==> src/rtl/dsp_mac_sequencer.sv <==
// Streams 18x18 operand pairs into one MULTALU18X18 (mode 0, C/D = 0) as a MAC; optional out_ovf via `DSP_MAC_OVF_EN.
// Result valid DSP_LAT+1 cycles after the last accept; in_ready drops in DRAIN/HOLD until out_valid&out_ready.
module dsp_mac_sequencer #(
    parameter int DSP_LAT   = 1,
    parameter int MAX_TERMS = 256,
    parameter int CNT_W     = 9
) (
    input  logic             clk,
    input  logic             reset,
    input  logic             cfg_signed,
    input  logic             in_valid,
    output logic             in_ready,
    input  logic [17:0]      in_a,
    input  logic [17:0]      in_b,
    input  logic             in_last,
    output logic             out_valid,
    input  logic             out_ready,
    output logic [53:0]      out_data,
    output logic [CNT_W-1:0] out_count,
`ifdef DSP_MAC_OVF_EN
    output logic             out_ovf,
`endif
    output logic             busy,
    output logic [17:0]      dsp_a,
    output logic [17:0]      dsp_b,
    output logic             dsp_asign,
    output logic             dsp_bsign,
    output logic             dsp_accload,
    output logic             dsp_ce,
    input  logic [53:0]      dsp_dout
);
    typedef enum logic [1:0] {IDLE, ACCUM, DRAIN, HOLD} state_t;

    state_t           r_state;
    logic [CNT_W-1:0] r_cnt;
    logic             r_sign;
    logic [2:0]       r_drain;
    logic [53:0]      r_out_data;
    logic [CNT_W-1:0] r_out_count;
    logic             r_out_valid;

    logic             w_in_phase;
    logic             w_accept;
    logic             w_drain_ce;
    logic             w_final;
    logic [CNT_W-1:0] w_cnt_nxt;

    // Reset gates the combinational DSP controls so nothing is clocked into the DSP while it is held in reset.
    assign w_in_phase = !reset && (r_state == IDLE || r_state == ACCUM);
    assign w_accept   = in_valid && w_in_phase;
    assign w_drain_ce = !reset && (r_state == DRAIN) && (r_drain != 3'd0);
    assign w_cnt_nxt  = (r_state == IDLE) ? CNT_W'(1) : r_cnt + CNT_W'(1);
    assign w_final    = in_last || (w_cnt_nxt == CNT_W'(MAX_TERMS));

    assign in_ready    = w_in_phase;
    assign dsp_a       = w_in_phase ? in_a : 18'd0;
    assign dsp_b       = w_in_phase ? in_b : 18'd0;
    assign dsp_ce      = w_accept || w_drain_ce;
    assign dsp_accload = !reset && (r_state == ACCUM || r_state == DRAIN);
    assign dsp_asign   = (r_state == IDLE) ? cfg_signed : r_sign;
    assign dsp_bsign   = (r_state == IDLE) ? cfg_signed : r_sign;
    assign busy        = (r_state != IDLE);
    assign out_valid   = r_out_valid;
    assign out_data    = r_out_data;
    assign out_count   = r_out_count;

`ifdef DSP_MAC_OVF_EN
    logic r_ovf;
    assign out_ovf = r_ovf;
`endif

    always_ff @(posedge clk) begin
        if (reset) begin
            r_state     <= IDLE;
            r_cnt       <= '0;
            r_sign      <= 1'b0;
            r_drain     <= 3'd0;
            r_out_data  <= '0;
            r_out_count <= '0;
            r_out_valid <= 1'b0;
`ifdef DSP_MAC_OVF_EN
            r_ovf       <= 1'b0;
`endif
        end else begin
            case (r_state)
                IDLE, ACCUM: begin
                    if (w_accept) begin
                        r_cnt <= w_cnt_nxt;
                        if (r_state == IDLE) r_sign <= cfg_signed;
                        if (w_final) begin
                            r_state <= DRAIN;
                            r_drain <= 3'(DSP_LAT - 1);
                        end else begin
                            r_state <= ACCUM;
                        end
                    end
                end
                DRAIN: begin
                    // Zero terms push the last product through the input registers before capture.
                    if (r_drain != 3'd0) begin
                        r_drain <= r_drain - 3'd1;
                    end else begin
                        r_out_data  <= dsp_dout;
                        r_out_count <= r_cnt;
                        r_out_valid <= 1'b1;
`ifdef DSP_MAC_OVF_EN
                        r_ovf       <= (dsp_dout[53:35] != {19{dsp_dout[35]}});
`endif
                        r_state     <= HOLD;
                    end
                end
                HOLD: begin
                    if (out_ready) begin
                        r_out_valid <= 1'b0;
                        r_cnt       <= '0;
                        r_state     <= IDLE;
                    end
                end
                default: r_state <= IDLE;
            endcase
        end
    end
endmodule
==> config.mk <==
export PLATFORM = sky130hd
export DESIGN_NAME = dsp_mac_sequencer
export DESIGN_NICKNAME = d
export VERILOG_FILES = /design/src/rtl/dsp_mac_sequencer.sv
export SDC_FILE = /design/constraint.sdc
export NUM_CORES = 1
export LEC_CHECK = 0
export BUFFER_PORTS_ARGS = -buffer_cell sky130_fd_sc_hd__buf_2
export CORE_MARGIN = 2
export CORE_UTILIZATION = 47
export DETAILED_ROUTE_END_ITERATION = 10
export GPL_ROUTABILITY_DRIVEN = 0
export MAX_ROUTING_LAYER = met4
export PLACE_DENSITY = 0.86
export SLEW_MARGIN = 20
export SYNTH_ARGS = -nofsm -noshare
export SYNTH_HDL_FRONTEND = slang
export SYNTH_SLANG_ARGS = --single-unit
==> constraint.sdc <==
create_clock -name clk -period 3.2 [get_ports clk]
set_clock_uncertainty 0.1 [all_clocks]
set_input_delay 0.8 -clock clk [delete_from_list [all_inputs] [get_ports clk]]
set_output_delay 0.8 -clock clk [all_outputs]
set_load 0.02 [all_outputs]
==> results.md, run 1 <==
- For flop-to-flop paths, the worst setup slack is about 0.55 ns.
- The total count of max-transition violations in the final report came to 0.
- The tree is rooted in a sky130_fd_sc_hd__clkbuf_8.
- For the worst flop-to-flop path, the logic depth is 8.
- The headroom to the max-slew limit is 0.4682.
- The floorplan step defined a core boundary enclosing ~0.0073 sq mm.
- The number of levels the H-tree was split into is 3.
- The share of the Yosys chip area taken by registers is 0.4500.
- The per-cell routed wire length is 12.71 um.
- The clock-pin slew on the worst setup and hold paths is 0.08 ns.
- Once the clock tree was built, the setup fixing pass inserted 0 buffers.
- The clock share of power is 0.268.
- IR analysis of the VDD net gives a maximum drop of 0.0003595 V.
- The startpoint of the lowest-slack register-to-register path is r_state[1].
- Of the cells placed in the final design, the portion with a size suffix greater than 1 is 0.3591.
- In this run, CTS created clock tree buffers numbering 9.
- The endpoint identified for the worst register-to-register timing path is r_cnt[8].
- The combined global-route utilization of all metal layers is 0.2345.
- The synthesized area per cell is around 7.7 sq um.
- Static timing analysis puts the maximum clock frequency at ~0.34 GHz.
- The period utilization is 0.9233.
- Counting instances in the post-synthesis netlist gives the leading cell types as sky130_fd_sc_hd__nand2_1 (140), sky130_fd_sc_hd__dfxtp_1 (79), sky130_fd_sc_hd__a21oi_1 (77), sky130_fd_sc_hd__and2_1 (37), sky130_fd_sc_hd__clkbuf_1 (24).
- Detailed placement finished with a half-perimeter wire length of 6.895 mm.
- The flow ran to the end, and the final reports show no timing, DRC or antenna violations.
- The sum of overflow across all layers after global routing is 0.
- Sorting the synthesized cells by area gives the leading types as sky130_fd_sc_hd__dfxtp_1 (45%), sky130_fd_sc_hd__nand2_1 (15%), sky130_fd_sc_hd__a21oi_1 (11%).
- The maximum fanout along the worst path is 38.
- The leakage power of the design is 2.209 nW.
- The number of antenna diodes in the final layout is 0.
- In this run the vertical extent of the chip is between 90 and 100 um.
- The worst hold path terminates at out_count[0].
- The synthesis warning total is 0.
- After routing, the total negative slack on setup checks comes to 0 ns.
- The clock latency of the later-clocked register in the worst-skew pair is around 0.34 ns.
- Across the run, the number of max-cap violations was 0.
- The tree built by TritonCTS fans out to 79 sinks.
- The top-area cell type share of the netlist area is 0.4500.
- Setup violations remaining at the end of the flow were counted as 0.
- The die covers between 0.008 and 0.009 sq mm.
- For the worst setup path, the data required time is roughly 2.3 ns.
- The clock tree buffer depth is 2.
- TritonCTS built the clock tree.
- The area added between synthesis and finish is 35.07%.
- The synthesized netlist contains 42 unique library cells.
- The final layout contains routed wiring with a total length of between 9 and 10 mm.
- The number of global-route vias before repair is about 3400.
- Detailed routing inserted a total of about 3700 vias.
- For this design the total switching power over the nets is between 1 and 1.5 mW.
- The count of final hold-check violations is 0.
- Of the total power, combinational logic draws 0.329.
- At the pin with the least slew margin, the transition time is 0.7977 ns.
- Of the total power, the share spent switching nets is 0.3760.
- Pin placement for this block handled 202 I/O pins.
- Setup repair after global routing left no endpoint under its margin.
- Setup slack closes at 0.2455 ns.
- For this block, the initial DRC count from the detailed router was 137.
- The first-pass GRT wire length is roughly 15 mm.
- The number of nets still failing antenna checks after routing is 0.
- Measured along the x axis, the die boundary spans 90.48 um.
- The effective utilization at floorplan is 0.4846.
- Summing every instance area after synthesis gives approximately 0.0035 sq mm.
- The flip-flop and latch count after synthesis is just under 80.
- The number of nets handed over by synthesis was 560.
- The worst setup path is of the flip-flop to primary output kind.
- The worst hold path belongs to the class flip-flop to flip-flop.
- The power share of the sequential group is 0.403.
- After floorplanning, the core was divided into 31 placement rows.
- The share of flip-flops with an asynchronous set or reset after synthesis is 0.
- Among all cell types in the netlist, the one instantiated most often is sky130_fd_sc_hd__nand2_1.
- At the worst endpoint, the arrival time is slightly above 2 ns.
- In the routed design, unresolved DRC markers number 0.
- Of all cell types, the one taking the most synthesized area is sky130_fd_sc_hd__dfxtp_1.
- The number of stages on the worst hold path is 2.
- Synthesis produced approximately 460 cells.
- The worst hold path startpoint is out_count[0].
- Before antenna repair, the detailed router went through 4 iterations.
- The worst path in the final design needs a cycle of around 3.0 ns, including I/O delays and setup.
- In this run, post-CTS repair resized a total of 0 instances.
- In this run, synthesis inferred 0 flip-flops with an integrated enable.
- The number of antenna violations at the first check in global routing came to 0.
- The power density normalized to cell area is ~600 mW/mm^2.
- The critical path endpoint category is a primary output.
- The flip-flop cell with the highest count after synthesis is sky130_fd_sc_hd__dfxtp_1.
- STA classifies the critical path startpoint as a flip-flop.
- Cell internal power was estimated by the tool at ~1.8 mW.
- Hold repair after CTS inserted 0 buffers.
- The post-layout net count is between 700 and 800.
- The worst setup slack after placement is ~0.56 ns.
- Entering global routing, the biggest net connects 81 pins.
- The port buffer count is 201.
- After detailed routing, the number of vias per cell comes to between 4 and 5.
-- state kept, by name, summed over array words and instances, names as in the netlist --
register   flops
r_cnt          9
out_data      54
r_state        2
out_count      9
out_valid      1
r_sign         1
r_drain        3
-- layer usage --
layer,share of wire,routed length (um),track usage,up-vias
li1,-,-,-,1883
met2,0.50,4771,0.4235,157
met3,0.068,644,0.04758,10
met4,0.011,101,0.07436,0
met1,0.42,3953,0.2583,1631
met5,0,0,-,-
-- stage by stage --
stage               cells  utilization  power [mW]  cell area, sq um  hold slack [ns]
floorplan             457            -       1.801              3515           0.3338
global placement      729       0.6265       2.074              4544           0.3384
detailed placement    729       0.6265       2.103              4544           0.3434
CTS                   745       0.6545       2.857              4747           0.3561
global route          745       0.6545       3.007              4747           0.3706
finish                745       0.6545       2.836              4747           0.3535
-- worst max-delay path, cell delays in order (launching register included) --
cell                      delay, ns
sky130_fd_sc_hd__dfxtp_1       0.36
sky130_fd_sc_hd__inv_1         0.14
sky130_fd_sc_hd__ha_1          0.42
sky130_fd_sc_hd__o21ba_1       0.19
sky130_fd_sc_hd__buf_4         0.26
sky130_fd_sc_hd__and2_1        0.17
sky130_fd_sc_hd__buf_2         0.16
-- logic make-up (layout without fill, tap and decap cells) --
logic type	Yosys count	after routing	synth area share
flops	79	79	0.4500
simple gates	219	219	0.2876
mux	1	1	0.003204
xor+xnor	6	6	0.01495
buf+inv	39	228	0.04557
compound gates	106	106	0.1737
fa+ha+maj	7	7	0.02492
-- final cells by class --
type / instances / area, sq um
fill: 617 / 2506
multi-input combinational: 339 / 1777
sequential: 79 / 1582
timing repair buffer: 205 / 1036
clock buffer: 9 / 123.9
tap: 99 / 123.9
clock inverter: 7 / 78.83
inverter: 7 / 26.28
-- worst max path at each step --
stage / startpoint / endpoint / slack, ns / cells past startpoint
final: r_state[1] / dsp_a[16] / 0.25 / 6
after global routing: r_state[1] / dsp_b[15] / 0.03 / 6
after CTS: r_state[1] / dsp_a[16] / 0.24 / 6
after detailed placement: reset / dsp_a[16] / 0.56 / 5
after global placement: reset / dsp_a[16] / 0.61 / 5
after floorplan: reset / dsp_b[10] / 0.41 / 4
-- power groups by stage --
stage / Clock [mW] / Sequential, mW / Combinational, mW
2_1_floorplan: 0 / 1.27 / 0.530
3_3_place_gp: 0 / 1.16 / 0.911
3_5_place_dp: 0 / 1.17 / 0.935
4_1_cts: 0.775 / 1.14 / 0.938
5_1_grt: 0.818 / 1.16 / 1.03
6_report: 0.759 / 1.14 / 0.933
-- layout by cell type (no fill, tap or decap), drive strengths merged, types with 2 or more instances in the layout --
cell / instances
buf: 205
nand2: 140
dfxtp: 79
a21oi: 77
and2: 38
nor2: 13
inv: 10
clkbuf: 9
nand2b: 7
ha: 7
a311oi: 6
o21ai: 6
a22oi: 5
nor3: 5
xnor2: 4
nand3: 4
o211ai: 4
nand4: 4
clkinvlp: 3
and3: 3
nor2b: 2
xor2: 2
a31oi: 2
o32ai: 2
(Power assumes the default switching activity.)
==> run 2: changes to the inputs <==
--- a/config.mk
+++ b/config.mk
@@ -10,6 +10,7 @@
 export CORE_UTILIZATION = 47
 export DETAILED_ROUTE_END_ITERATION = 10
 export GPL_ROUTABILITY_DRIVEN = 0
+export GPL_TIMING_DRIVEN = 0
 export MAX_ROUTING_LAYER = met4
 export PLACE_DENSITY = 0.86
 export SLEW_MARGIN = 20
==> run 2 against run 1 <==
- highest routed layer unchanged
- sequential power is essentially flat
- flip-flop and latch count is the same
- power grew 1.5%
==> results.md, run 2 (synthesized netlist as in run 1, its figures left out) <==
- Outcome: complete, no violations (unchanged).
- The required time of the critical path is 2.30 ns (about the same).
- The detailed placement HPWL came to 8.009 mm (was 6.895 mm).
- The core box area was 0.007253 sq mm (unchanged).
- The combined global-route utilization of all metal layers came to 0.2524 (was 0.2345).
- The cell type with the highest occurrence count on the critical path is sky130_fd_sc_hd__buf_2.
- Worst-path cell chain: inv_1 -> ha_1 -> buf_2 -> o21ba_2 -> clkbuf_2 -> and2_1 -> buf_2 (was inv_1 -> ha_1 -> o21ba_1 -> buf_4 -> and2_1 -> buf_2).
- The count of final hold-check violations came to 0 (unchanged).
- The clock tree buffer depth is 2 (unchanged).
- The measured slew at the worst slew-check pin is 0.5777 ns (was 0.7977 ns).
- The ratio of cells with drive above 1 in the final layout came to 0.3492 (was 0.3591).
- The type of the most critical hold path is flip-flop to flip-flop (unchanged).
- The critical path endpoint category is a primary output (unchanged).
- The TritonCTS clock tree is done (unchanged).
- The die boundary width is 90.48 um (unchanged).
- The arrival time of the worst setup path came to 2.13 ns (was 2.05 ns).
- The startpoint kind of the worst setup timing path is a flip-flop (unchanged).
- The number of antenna violations at the first check in global routing was 0 (unchanged).
- The layout filler cell count is 631 (was 617).
- The die area was 0.008186 sq mm (unchanged).
- The cell type of the slowest stage on the worst timing path is sky130_fd_sc_hd__dfxtp_1 (was sky130_fd_sc_hd__ha_1).
- The number of nets still failing antenna checks after routing came to 0 (unchanged).
- The leakage power of the design is 2.258 nW (was 2.209 nW).
- The worst path buffer plus inverter count is 4 (was 3).
- The commonest non-fill, non-tap cell in the layout is sky130_fd_sc_hd__buf_2 (unchanged).
- The overall via count from detail_route is 3924 (was 3681).
- The top achievable clock speed is 0.3299 GHz (was 0.3385 GHz).
- The clock-pin slew on the worst setup and hold paths is 0.08 ns (about the same).
- The chip height is 90.48 um (unchanged).
- The number of global-route vias before repair is 3562 (was 3424).
- The pin count of the biggest net entering global routing is 16 (was 81).
- The final critical path time including I/O delays and setup is 3.032 ns (was 2.955 ns).
- The total setup violations reported at the end of the flow came to 0 (unchanged).
- The maximum fanout along the worst path is 11 (was 38).
- The startpoint of the lowest-slack register-to-register path is r_state[0] (was r_state[1]).
- The sum of overflow across all layers after global routing was 0 (unchanged).
- The area added between synthesis and finish is 37.95% (was 35.07%).
- The biggest cell delay along the critical path came to 0.45 ns (was 0.42 ns).
- The top-level port count is 202 (unchanged).
- The routed wire length is 10.26 mm (was 9.471 mm).
- The detailed router's first-iteration violation count was 202 (was 137).
- The number of stages on the worst hold path came to 2 (unchanged).
- The type of the worst setup path is flip-flop to primary output (unchanged).
- The total negative slack for setup checks is 0 ns (unchanged).
- The count of antenna diodes in the layout came to 0 (unchanged).
- The row count is 31 (unchanged).
- The worst hold path startpoint is out_data[9] (was out_count[0]).
- The length in cells of the worst reg-to-reg path came to 9 (was 8).
- The clock tree root buffer cell is sky130_fd_sc_hd__clkbuf_8 (unchanged).
- The period utilization is 0.9474 (was 0.9233).
- The smallest hold slack was 0.3524 ns (was 0.3535 ns).
- The per-cell via count in the routed design is 5.083 (was 4.941).
- The worst supply voltage drop on vdd is 0.0002650 V (was 0.0003595 V).
- The number of optimization iterations in the first detailed-route pass came to 4 (unchanged).
- The headroom to the max-slew limit is 0.6149 (was 0.4682).
- The core utilization of the finished layout came to 0.6684 (was 0.6545).
- The total count of max-transition violations in the final report came to 0 (unchanged).
- The number of levels the H-tree was split into is 3 (unchanged).
- Leading cell types in the layout, fill and taps excluded: sky130_fd_sc_hd__buf_2 (203), sky130_fd_sc_hd__nand2_1 (140), sky130_fd_sc_hd__dfxtp_1 (79), sky130_fd_sc_hd__a21oi_1 (77), sky130_fd_sc_hd__and2_1 (37) (was sky130_fd_sc_hd__buf_2 (201), sky130_fd_sc_hd__nand2_1 (139), sky130_fd_sc_hd__dfxtp_1 (79), sky130_fd_sc_hd__a21oi_1 (77), sky130_fd_sc_hd__and2_1 (36)).
- The first-pass GRT wire length is 16.36 mm (was 15.39 mm).
- The number of flip-flops in the largest register is 54 (unchanged).
- The port buffer count is 201 (unchanged).
- The power density normalized to cell area is 593.4 mW/mm^2 (was 597.3 mW/mm^2).
- The total DRC errors in the routed layout is 0 (unchanged).
- Setup repair after global routing missed its margin: false (unchanged).
- The number of clock sinks seen by CTS is 79 (unchanged).
- The count of max-cap constraint violations is 0 (unchanged).
- The effective utilization at floorplan is 0.4846 (unchanged).
- The post-layout net count was 771 (was 744).
- The hold path endpoint is out_data[9] (was out_count[0]).
- The reg-to-reg critical path endpoint is r_drain[0] (was r_cnt[8]).
- The number of CTS-inserted buffers is 9 (unchanged).
- The clock latency of the later-clocked register in the worst-skew pair is 0.35 ns (was 0.34 ns).
- The kind of cell adding the most delay to the critical path is buffers and inverters (unchanged).
- The slack of the worst reg-to-reg path is 0.76 ns (was 0.55 ns).
- The per-cell routed wire length is 13.30 um (was 12.71 um).
[run 2: cell count changes in the layout (fill, tap and decap cells not counted), moves of 2 or more]
cell / previous run / this run
sky130_fd_sc_hd__clkbuf_2: 0 / 3
sky130_fd_sc_hd__clkinvlp_4: 3 / 1
sky130_fd_sc_hd__clkbuf_1: 0 / 20
sky130_fd_sc_hd__buf_2: 201 / 203
sky130_fd_sc_hd__buf_1: 0 / 3
[run 2: cell type report]
cell class,instances,area (sq um),area share
Tap cell,99,123.9,0.02555
Buffer,31,133.9,0.02761
Sequential cell,79,1582,0.3262
Timing Repair Buffer,201,1006,0.2075
Clock buffer,9,123.9,0.02555
Multi-Input combinational cell,339,1773,0.3657
Inverter,7,26.28,0.005419
Clock inverter,7,80.08,0.01652
[run 2: worst max-delay path by stage]
stage / start / endpoint / slack (ns) / cells past startpoint
final: r_state[0] / dsp_b[12] / 0.17 / 7
after global routing: r_state[0] / dsp_b[0] / 0.03 / 7
after CTS: r_state[1] / dsp_b[12] / 0.007 / 7
after detailed placement: reset / dsp_b[12] / 0.19 / 6
after global placement: reset / dsp_a[16] / 0.24 / 6
after floorplan: reset / dsp_b[10] / 0.41 / 4
[run 2: routing by layer]
metal	vias to the layer above	wire length, um	global-route usage	share of wire
met3	20	753	0.04424	0.073
met2	191	5065	0.4359	0.49
li1	1942	-	-	-
met5	-	0	-	0
met4	0	247	0.1103	0.024
met1	1771	4197	0.2865	0.41
[run 2: repair_timing]
item / 4_1_cts / 5_1_grt
hold buffers: 0 / 0
buffers inserted: 0 / 0
setup endpoints to repair: 30 / 30
resized for setup: 0 / 7
gates cloned: 0 / 0
[run 2: worst register-to-register path: stages (launching register included)]
cell,delay [ns]
sky130_fd_sc_hd__dfxtp_1,0.45
sky130_fd_sc_hd__inv_1,0.11
sky130_fd_sc_hd__ha_1,0.22
sky130_fd_sc_hd__buf_2,0.19
sky130_fd_sc_hd__o21ba_2,0.31
sky130_fd_sc_hd__a22oi_2,0.19
sky130_fd_sc_hd__o32ai_1,0.18
sky130_fd_sc_hd__a31oi_1,0.20
sky130_fd_sc_hd__nor2_1,0.06
sky130_fd_sc_hd__a311o_1,0.33
[run 2: power by group]
| part | leakage [nW] | internal, mW | switching, mW |
|---|---|---|---|
| Combinational | 1.51 | 0.334 | 0.636 |
| Clock | 0.102 | 0.371 | 0.388 |
| Sequential | 0.642 | 1.08 | 0.0637 |
[run 2: stage by stage]
step	cells	cell area (sq um)	power [mW]	setup slack (ns)
6_report	772	4848	2.877	0.1685
5_1_grt	772	4848	3.055	0.02690
4_1_cts	772	4845	2.893	0.007050
3_5_place_dp	757	4644	2.139	0.1868
3_3_place_gp	757	4644	2.112	0.2399
2_1_floorplan	457	3515	1.801	0.4135
==> run 3: changes to the inputs <==
--- a/config.mk
+++ b/config.mk
@@ -6,7 +6,7 @@
 export NUM_CORES = 1
 export LEC_CHECK = 0
 export BUFFER_PORTS_ARGS = -buffer_cell sky130_fd_sc_hd__buf_2
-export CORE_MARGIN = 2
+export CORE_MARGIN = 5
 export CORE_UTILIZATION = 47
 export DETAILED_ROUTE_END_ITERATION = 10
 export GPL_ROUTABILITY_DRIVEN = 0
==> run 3 against run 2 <==
- cell count decreased by 0.13%
- core utilization is 0.26 points lower
- non-clock buffer count unchanged
- global-route usage down 0.57 points
- wire length up 11%
- clock power fell by 5.5%
- maximum frequency fell by 0.25%
- clock-buffer cell count did not move
- register-to-register slack better by 0.03 ns
- worst hold slack got worse by 0.00064 ns
- critical path depth unchanged
- highest routed layer unchanged
==> results.md, run 3 (synthesized netlist as in run 1, its figures left out) <==
- The total length of routed met2 wires is 5.837 mm (was 5.065 mm).
- The number of nets still failing antenna checks after routing is 0 (unchanged).
- The critical path endpoint category is a primary output (unchanged).
- The number of antenna violations at the first check in global routing was 0 (unchanged).
- The clock latency of the later-clocked register in the worst-skew pair is 0.35 ns (about the same).
- Worst-path cell chain: inv_1 -> ha_1 -> buf_2 -> o21ba_2 -> clkbuf_2 -> and2_1 -> buf_2 (unchanged).
- The count of antenna diodes in the layout is 0 (unchanged).
- The share of total power in combinational logic is 0.345 (was 0.337).
- The maximum fanout along the worst path came to 11 (unchanged).
- The length in cells of the worst reg-to-reg path is 9 (unchanged).
- The number of CTS-inserted buffers is 9 (unchanged).
- The total setup violations reported at the end of the flow is 0 (unchanged).
- The clock tree buffer depth is 2 (unchanged).
- The headroom to the max-slew limit was 0.6433 (was 0.6149).
- The layout filler cell count is 637 (was 631).
- The row count was 31 (unchanged).
- The ratio of cells with drive above 1 in the final layout came to 0.3482 (was 0.3492).
- The detailed router's first-iteration violation count is 194 (was 202).
- The required time of the critical path is 2.30 ns (about the same).
- The clock-pin slew on the worst setup and hold paths is 0.08 ns (about the same).
- The number of optimization iterations in the first detailed-route pass is 4 (unchanged).
- The routed wire length came to 11.40 mm (was 10.26 mm).
- The overall via count from detail_route is 3893 (was 3924).
- The slack of the worst reg-to-reg path is 0.79 ns (was 0.76 ns).
- The post-layout instance area came to 0.004830 sq mm (was 0.004848 sq mm).
- The multi-input combinational cell area came to 0.001773 sq mm (unchanged).
- The commonest non-fill, non-tap cell in the layout is sky130_fd_sc_hd__buf_2 (unchanged).
- The worst path buffer plus inverter count is 4 (unchanged).
- The core box area was 0.007253 sq mm (unchanged).
- The number of gates on the worst path with buffers counted is 7 (unchanged).
- The routed length on met3 was 939 um (was 753 um).
- The count of max-cap constraint violations was 0 (unchanged).
- The count of final hold-check violations is 0 (unchanged).
- The effective utilization at floorplan came to 0.4846 (unchanged).
- The startpoint of the lowest-slack register-to-register path is r_state[0] (unchanged).
- The switching power is 1.073 mW (was 1.087 mW).
- The per-cell via count in the routed design is 5.049 (was 5.083).
- The type of the most critical hold path is flip-flop to flip-flop (unchanged).
- The number of levels the H-tree was split into is 3 (unchanged).
- The startpoint kind of the worst setup timing path was a flip-flop (unchanged).
- The wire length on met1 is 4.431 mm (was 4.197 mm).
- The cell type of the slowest stage on the worst timing path was sky130_fd_sc_hd__dfxtp_1 (unchanged).
- The die area is 0.009307 sq mm (was 0.008186 sq mm).
- The register cell area after layout came to 0.001582 sq mm (unchanged).
- The sum of overflow across all layers after global routing is 0 (unchanged).
- The start point of the critical path is r_state[0] (unchanged).
- The chip height is 96.48 um (was 90.48 um).
- The fraction of power spent switching nets is 0.3769 (was 0.3780).
- The leakage power of the design came to 2.251 nW (was 2.258 nW).
- The total negative slack for setup checks is 0 ns (unchanged).
- The hold buffer count at cts is 0 (unchanged).
- The placed cell area came to 0.004644 sq mm (unchanged).
- The period utilization was 0.9497 (was 0.9474).
- The measured slew at the worst slew-check pin is 0.5350 ns (was 0.5777 ns).
- The number of stages on the worst hold path was 2 (unchanged).
- The final critical path time including I/O delays and setup is 3.039 ns (was 3.032 ns).
- The total DRC errors in the routed layout is 0 (unchanged).
- The number of global-route vias before repair is 3753 (was 3562).
- The combined global-route utilization of all metal layers is 0.2466 (was 0.2524).
- Setup repair after global routing missed its margin: false (unchanged).
- The number of clock sinks seen by CTS was 79 (unchanged).
- The reg-to-reg critical path endpoint is r_drain[0] (unchanged).
- The per-cell routed wire length is 14.79 um (was 13.30 um).
- The total count of max-transition violations in the final report was 0 (unchanged).
- The clock share of power is 0.252 (was 0.264).
- The type of the worst setup path is flip-flop to primary output (unchanged).
- The biggest cell delay along the critical path was 0.44 ns (was 0.45 ns).
- The topmost layer with routed signal wires was met4 (unchanged).
- The number of flip-flops in the largest register is 54 (unchanged).
- The cell-internal power came to 1.773 mW (was 1.789 mW).
- The port buffer count is 201 (unchanged).
- The TritonCTS clock tree is done (unchanged).
- The first-pass GRT wire length came to 17.18 mm (was 16.36 mm).
- The end point of the critical path is dsp_b[5] (was dsp_b[12]).
- The power share of the sequential group came to 0.404 (was 0.399).
- The cell type with the highest occurrence count on the critical path was sky130_fd_sc_hd__buf_2 (unchanged).
- The kind of cell adding the most delay to the critical path was buffers and inverters (unchanged).
- The clock tree root buffer cell is sky130_fd_sc_hd__clkbuf_8 (unchanged).
- The post-layout net count came to 771 (unchanged).
- The total power draw is 2.846 mW (was 2.877 mW).
- The top achievable clock speed is 0.3290 GHz (was 0.3299 GHz).
- The power density normalized to cell area is 589.3 mW/mm^2 (was 593.4 mW/mm^2).
- The arrival time of the worst setup path is 2.14 ns (was 2.13 ns).
- The detailed placement HPWL was 9.135 mm (was 8.009 mm).
- The top-level port count is 202 (unchanged).
- The area added between synthesis and finish is 37.42% (was 37.95%).
- Leading cell types in the layout, fill and taps excluded: sky130_fd_sc_hd__buf_2 (203), sky130_fd_sc_hd__nand2_1 (140), sky130_fd_sc_hd__dfxtp_1 (79), sky130_fd_sc_hd__a21oi_1 (77), sky130_fd_sc_hd__and2_1 (37) (unchanged).
- The die boundary width is 96.48 um (was 90.48 um).
- The worst supply voltage drop on vdd was 0.0002871 V (was 0.0002650 V).
- Outcome: complete, no violations (unchanged).
- The pin count of the biggest net entering global routing was 14 (was 16).
-- run 3: changes by cell type in the layout (fill, tap and decap cells not counted) --
cell	before	now
sky130_fd_sc_hd__clkinv_2	1	3
sky130_fd_sc_hd__clkinv_4	1	0
sky130_fd_sc_hd__inv_8	1	0
sky130_fd_sc_hd__inv_6	2	1
-- run 3: worst reg2reg max path, cell delays in order, from the launching register on --
cell and delay, ns:
sky130_fd_sc_hd__dfxtp_1 0.44, sky130_fd_sc_hd__inv_1 0.11, sky130_fd_sc_hd__ha_1 0.22, sky130_fd_sc_hd__buf_2 0.19, sky130_fd_sc_hd__o21ba_2 0.30, sky130_fd_sc_hd__a22oi_2 0.19, sky130_fd_sc_hd__o32ai_1 0.18, sky130_fd_sc_hd__a31oi_1 0.20
sky130_fd_sc_hd__nor2_1 0.06, sky130_fd_sc_hd__a311o_1 0.32
-- run 3: area by class of cell --
type	count	area share
plain buffers	31	0.02772
clock buffers	9	0.02565
clock inverters	6	0.01269
inverters	7	0.005440
multi-input cells	339	0.3671
flip-flops and latches	79	0.3275
well taps	99	0.02565
repair buffers	201	0.2083
-- run 3: power by group through the flow --
stage / Combinational (mW) / Sequential [mW] / Clock [mW]
finish: 0.981 / 1.15 / 0.717
global route: 1.08 / 1.16 / 0.762
CTS: 0.984 / 1.15 / 0.733
detailed placement: 0.981 / 1.17 / 0
global placement: 0.958 / 1.16 / 0
floorplan: 0.530 / 1.27 / 0
-- run 3: how the worst min path moves through the flow --
stage                  from      endpoint
6_report       out_data[10]  out_data[10]
5_1_grt        out_data[26]  out_data[26]
4_1_cts        out_data[42]  out_data[42]
3_5_place_dp   out_data[42]  out_data[42]
3_3_place_gp   out_data[25]  out_data[25]
2_1_floorplan        r_sign        r_sign
-- run 3: metrics by stage --
stage / std cells / setup WS, ns / hold WS (ns) / util
6_report: 771 / 0.1608 / 0.3517 / 0.6659
5_1_grt: 771 / 0.05198 / 0.3726 / 0.6659
4_1_cts: 771 / 0.001809 / 0.3561 / 0.6653
3_5_place_dp: 757 / 0.1925 / 0.3444 / 0.6403
3_3_place_gp: 757 / 0.2239 / 0.3378 / 0.6403
2_1_floorplan: 457 / 0.4135 / 0.3338 / -
-- run 3: repair_timing --
action	in CTS	in global routing
buffers inserted	0	0
gates resized for setup	0	7
pin swaps	0	0
setup endpoints to repair	29	30
endpoints found under the hold margin	0	0
-- run 3: per-layer routing --
layer  vias up  global-route usage
met3        14             0.05035
met5         -                   -
met1      1761              0.2658
li1       1942                   -
met2       176              0.4483
met4         0             0.08645
